--- src/rtl/ram_upload.sv ---
// Host upload port for the CPU dpram: halts the CPU, then serves ioctl byte reads
// from port a, with out-of-range offsets returning 8'hFF.
module ram_upload #(
    parameter logic [11:0] BASE    = 12'h800,
    parameter int          SIZE    = 512,
    parameter int          MEM_LAT = 1
) (
    input  logic        clk_sys,
    input  logic        reset,
    input  logic        ioctl_upload,
    input  logic        ioctl_rd,
    input  logic [24:0] ioctl_addr,
    output logic [7:0]  ioctl_din,
    output logic        ioctl_wait,
    output logic        cpu_hold,
    input  logic        hold_ack,
    output logic        mem_sel,
    output logic [11:0] mem_addr,
    output logic        mem_rd,
    input  logic [7:0]  mem_q,
    output logic [7:0]  checksum,
    output logic        overrun
);

    typedef enum logic [2:0] {
        IDLE, HOLD, READY, FETCH, WAIT, LATCH
    } state_t;

    state_t     state;
    logic       hit;
    logic [1:0] cnt;
    logic       in_range;
    logic       busy;
    logic [7:0] data;

    assign in_range = ioctl_addr < 25'(SIZE);
    assign busy     = state inside {FETCH, WAIT, LATCH};
    assign data     = hit ? mem_q : 8'hFF;

    always_ff @(posedge clk_sys) begin
        if (reset) begin
            state      <= IDLE;
            hit        <= 1'b0;
            cnt        <= 2'd0;
            ioctl_din  <= 8'h00;
            ioctl_wait <= 1'b0;
            cpu_hold   <= 1'b0;
            mem_sel    <= 1'b0;
            mem_addr   <= 12'h000;
            mem_rd     <= 1'b0;
            checksum   <= 8'h00;
            overrun    <= 1'b0;
        end else begin
            mem_rd <= 1'b0;
            // Requests the FSM cannot take are dropped, but remembered.
            if (ioctl_upload && ioctl_rd && (state == HOLD || busy))
                overrun <= 1'b1;

            if (!ioctl_upload) begin
                state      <= IDLE;
                cpu_hold   <= 1'b0;
                mem_sel    <= 1'b0;
                ioctl_wait <= 1'b0;
            end else if (state != IDLE && state != HOLD && !hold_ack) begin
                state      <= HOLD;
                mem_sel    <= 1'b0;
                ioctl_wait <= 1'b1;
            end else begin
                unique case (state)
                    IDLE: begin
                        state      <= HOLD;
                        cpu_hold   <= 1'b1;
                        ioctl_wait <= 1'b1;
                        checksum   <= 8'h00;
                        overrun    <= 1'b0;
                    end
                    HOLD: begin
                        if (hold_ack) begin
                            state      <= READY;
                            mem_sel    <= 1'b1;
                            ioctl_wait <= 1'b0;
                        end
                    end
                    READY: begin
                        if (ioctl_rd) begin
                            state      <= FETCH;
                            hit        <= in_range;
                            mem_rd     <= in_range;
                            ioctl_wait <= 1'b1;
                            if (in_range)
                                mem_addr <= BASE + ioctl_addr[11:0];
                        end
                    end
                    FETCH: begin
                        if (!hit || MEM_LAT == 1) begin
                            state <= LATCH;
                        end else begin
                            state <= WAIT;
                            cnt   <= 2'(MEM_LAT - 2);
                        end
                    end
                    WAIT: begin
                        if (cnt == 2'd0)
                            state <= LATCH;
                        else
                            cnt <= cnt - 2'd1;
                    end
                    LATCH: begin
                        state      <= READY;
                        ioctl_din  <= data;
                        checksum   <= checksum + data;
                        ioctl_wait <= 1'b0;
                    end
                    default: state <= IDLE;
                endcase
            end
        end
    end

endmodule

--- config.mk ---
export PLATFORM = sky130hd
export DESIGN_NAME = ram_upload
export DESIGN_NICKNAME = d
export VERILOG_FILES = /design/src/rtl/ram_upload.sv
export SDC_FILE = /design/constraint.sdc
export NUM_CORES = 1
export LEC_CHECK = 0
export BUFFER_PORTS_ARGS = -buffer_cell sky130_fd_sc_hd__buf_4
export CAP_MARGIN = 20
export CORE_MARGIN = 3
export CORE_UTILIZATION = 30
export CTS_CLUSTER_DIAMETER = 30
export DETAILED_ROUTE_END_ITERATION = 10
export SLEW_MARGIN = 20
export SYNTH_ARGS = -nofsm -noshare
export SYNTH_HDL_FRONTEND = slang
export SYNTH_SLANG_ARGS = --single-unit
--- constraint.sdc ---
create_clock -name clk_sys -period 2.25 [get_ports clk_sys]
set_input_delay 0.225 -clock clk_sys [delete_from_list [all_inputs] [get_ports clk_sys]]
set_output_delay 0.225 -clock clk_sys [all_outputs]
set_load 0.02 [all_outputs]
==> impl_metrics.tcl <==
set metrics [dict create \
    drt_iter0_markers 45 \
    max_freq_mhz 496 \
    ys.flop_type "dfxtp_1" \
    wl_per_cell_um 12.6 \
    antenna_found_initial 0 \
    syn_avg_cell_area_um2 8.97 \
    clock-root-buffer "clkbuf_8" \
    worst-path-buf-inv 0 \
    grt_util_all_layers_pct 12.7 \
    drive_gt1_share_pct 31.4 \
    cts_tree "yes" \
    syn_inst 212 \
    grt_pass1_vias 1685 \
    worst_path_max_delay_cell "dfxtp_2" \
    dp_hpwl_mm 3.41 \
    path_cells "nand2b_1 > ha_1 > a21oi_1 > o21ai_0 > or3_1 > a211o_1 > a31oi_1" \
    die_w_um 85.6 \
    syn_area_um2 1900 \
    rsz0062_at_grt "no" \
    wl_mm 4.51 \
    maxCapViolCount 0 \
    area_growth_pct 34.8 \
    ys_ff_latch 39 \
    cp_max_fo 9 \
    worst_pin_slew_ns 0.392 \
    syn_nets 259 \
    crit_family "compound AO/OA/AOI/OAI gates" \
    hp-class "primary input to register" \
    yosysWarnings 0 \
    grt_max_degree 39 \
    port_buffers 70 \
    cts_inserted_buffers 5 \
    yosysSeqAreaShare_pct 41.1 \
    peakVddDrop_uv 203 \
    routabilityCongestion 0.831 \
    crit_arrival_ns 2.24 \
    async_flop_share_pct 0 \
    cts.sinks 39 \
    fin_ws_ns 0.236 \
    startpoint_type "register" \
    num_vias 1733 \
    p_leak_nw 1.08 \
    period_share_pct 89.5 \
    fin_tns_setup_ns 0 \
    outcome "finished clean" \
    multiInputGateArea_um2 1010 \
    initial_core_util_pct 31.6 \
    die_height_um 85.6 \
    clockBufferDepth 2 \
    yosys.cell_types.count 44 \
    final-seq-area_um2 782 \
    detail-route-antenna-nets 0 \
    critPathMaxStageDelay_ns 0.43 \
    clock_latency_ns 0.29 \
    clk_pin_slew_worst_paths_ns 0.09 \
    first_pass_iters 4 \
    fin_nets 329 \
    cts.htree.levels 2 \
    coreArea_um2 6030 \
    finalSetupViolCount 0 \
    end_kind "register" \
    fin_crit_ns 2.01 \
    finalInstanceArea_um2 2560 \
    antenna_cells 0 \
    power_density_nw_per_um2 503 \
    final.setup_skew_ns 0.00836 \
    std_cell_rows 28 \
    grt-ovfl-total 0 \
    dieArea_um2 7330 \
    nFillCells 633 \
    critical_path_class "register to register" \
    hold_viol_final 0 \
    required_ns 2.47 \
    viasPerCell 4.84 \
    grt_pass1_wl_mm 7.51 \
    synth-edff-count 0 \
    dpl_cell_area_um2 2470 \
    pre_cts_ws_ns 0.123 \
    drc 0 \
    ios 71 \
    drv_slew 0 \
    slew_headroom_pct 73.9 \
]
repair_timing:
item	CTS	global route
setup endpoints to repair	0	1
resized for setup	0	1
buffers inserted	0	0
hold buffers	0	0
worst reg2reg max path, cell delays in order, from the launching register on:
cell      delay [ns]
dfxtp_2         0.43
nand2b_1        0.10
ha_1            0.34
a21oi_1         0.19
o21ai_0         0.13
or3_1           0.34
a211o_1         0.30
a31oi_1         0.12
worst paths after layout:
path / start / endpoint / slack (ns) / cells past startpoint
max: hit$_SDFFE_PP0P_ / checksum[7]$_SDFFE_PP0P_ / 0.24 / 7
min: ioctl_addr[3] / mem_addr[3]$_SDFFE_PP0P_ / 0.16 / 3
max reg2reg: hit$_SDFFE_PP0P_ / checksum[7]$_SDFFE_PP0P_ / 0.24 / 7
min reg2reg: mem_addr[10]$_SDFFE_PP0P_ / mem_addr[10]$_SDFFE_PP0P_ / 0.48 / 1
report_power, final:
part,switching (mW),internal (mW),leakage (nW)
clock,0.265,0.222,0.0443
combinational,0.0463,0.0602,0.724
sequential,0.00265,0.694,0.315
routing by layer:
| layer | track usage [%] | up-vias | wire length (um) |
|---|---|---|---|
| met5 | 0 | - | 0 |
| met1 | 15.7 | 788 | 2000 |
| met2 | 20.3 | 53 | 2090 |
| li1 | - | 885 | - |
| met4 | 6.04 | 0 | 84 |
| met3 | 3.46 | 7 | 338 |
stage by stage:
step                      util (%)  hold slack (ns)  instances  power, mW
after detailed placement      41.0            0.470        350      0.821
after global placement        41.0            0.457        350      0.820
after global routing          42.5            0.157        358       1.36
after floorplan                  -            0.372        212      0.755
after CTS                     42.5            0.150        358       1.31
final                         42.5            0.158        358       1.29
area by class of cell:
cell class	count	share of cell area, %
Multi-Input combinational cell	154	39.3
Sequential cell	39	30.5
Timing Repair Buffer	74	21.7
Tap cell	75	3.66
Clock buffer	5	2.68
Inverter	8	1.17
Clock inverter	3	0.976
cells by family after synthesis:
| logic type | Yosys count | synth area share [%] |
|---|---|---|
| simple gates | 85 | 23.8 |
| compound gates | 42 | 13.6 |
| flops | 39 | 41.1 |
| buf+inv | 19 | 5.92 |
| mux | 15 | 7.89 |
| fa+ha+maj | 9 | 6.32 |
| xor+xnor | 3 | 1.38 |
state kept, by name (all words and copies together) (netlist names):
register / count
ioctl_din: 8
mem_rd: 1
cpu_hold: 1
overrun: 1
state: 3
checksum: 8
mem_addr: 12
hit: 1
ioctl_wait: 1
mem_sel: 1
cnt: 2
layout by cell type (no fill, tap or decap), types with 2 or more instances in the layout:
cell      instances
buf_4            74
dfxtp_1          38
nor2_1           33
a21oi_1          18
mux2i_1          15
nand2b_1          9
inv_1             8
nand2_1           8
ha_1              8
o21ai_0           5
nor3_1            5
clkbuf_8          5
nor2b_1           4
nand3b_1          4
a211oi_1          4
nor4_1            4
nand3_1           3
a22oi_1           3
nand4_1           3
and3_2            2
a31oi_1           2
xor2_1            2
nor3b_1           2
or3_2             2
a311oi_1          2
or3_1             2
a211o_1           2
clkinv_4          2
synth_stat cells, drive strengths merged (2+ instances only):
master / instances / area (um2)
ha: 8 / 100
clkbuf: 3 / 12.5
and3: 2 / 15.0
or3: 5 / 38.8
dfxtp: 39 / 781
nand4: 3 / 18.8
nand2b: 9 / 56.3
inv: 8 / 30.0
nand3b: 4 / 30.0
xor2: 2 / 17.5
a311oi: 2 / 17.5
a211oi: 4 / 30.0
nand2: 8 / 30.0
mux2i: 15 / 150
a31oi: 2 / 12.5
nor2: 34 / 144
buf: 7 / 61.3
nor3: 5 / 25.0
o21ai: 6 / 30.0
nor3b: 2 / 15.0
nor2b: 4 / 25.0
a22oi: 3 / 22.5
a211o: 2 / 17.5
nor4: 4 / 25.0
nand3: 3 / 15.0
a21oi: 18 / 90.1
Note: power is estimated with default switching activity, not from simulation.
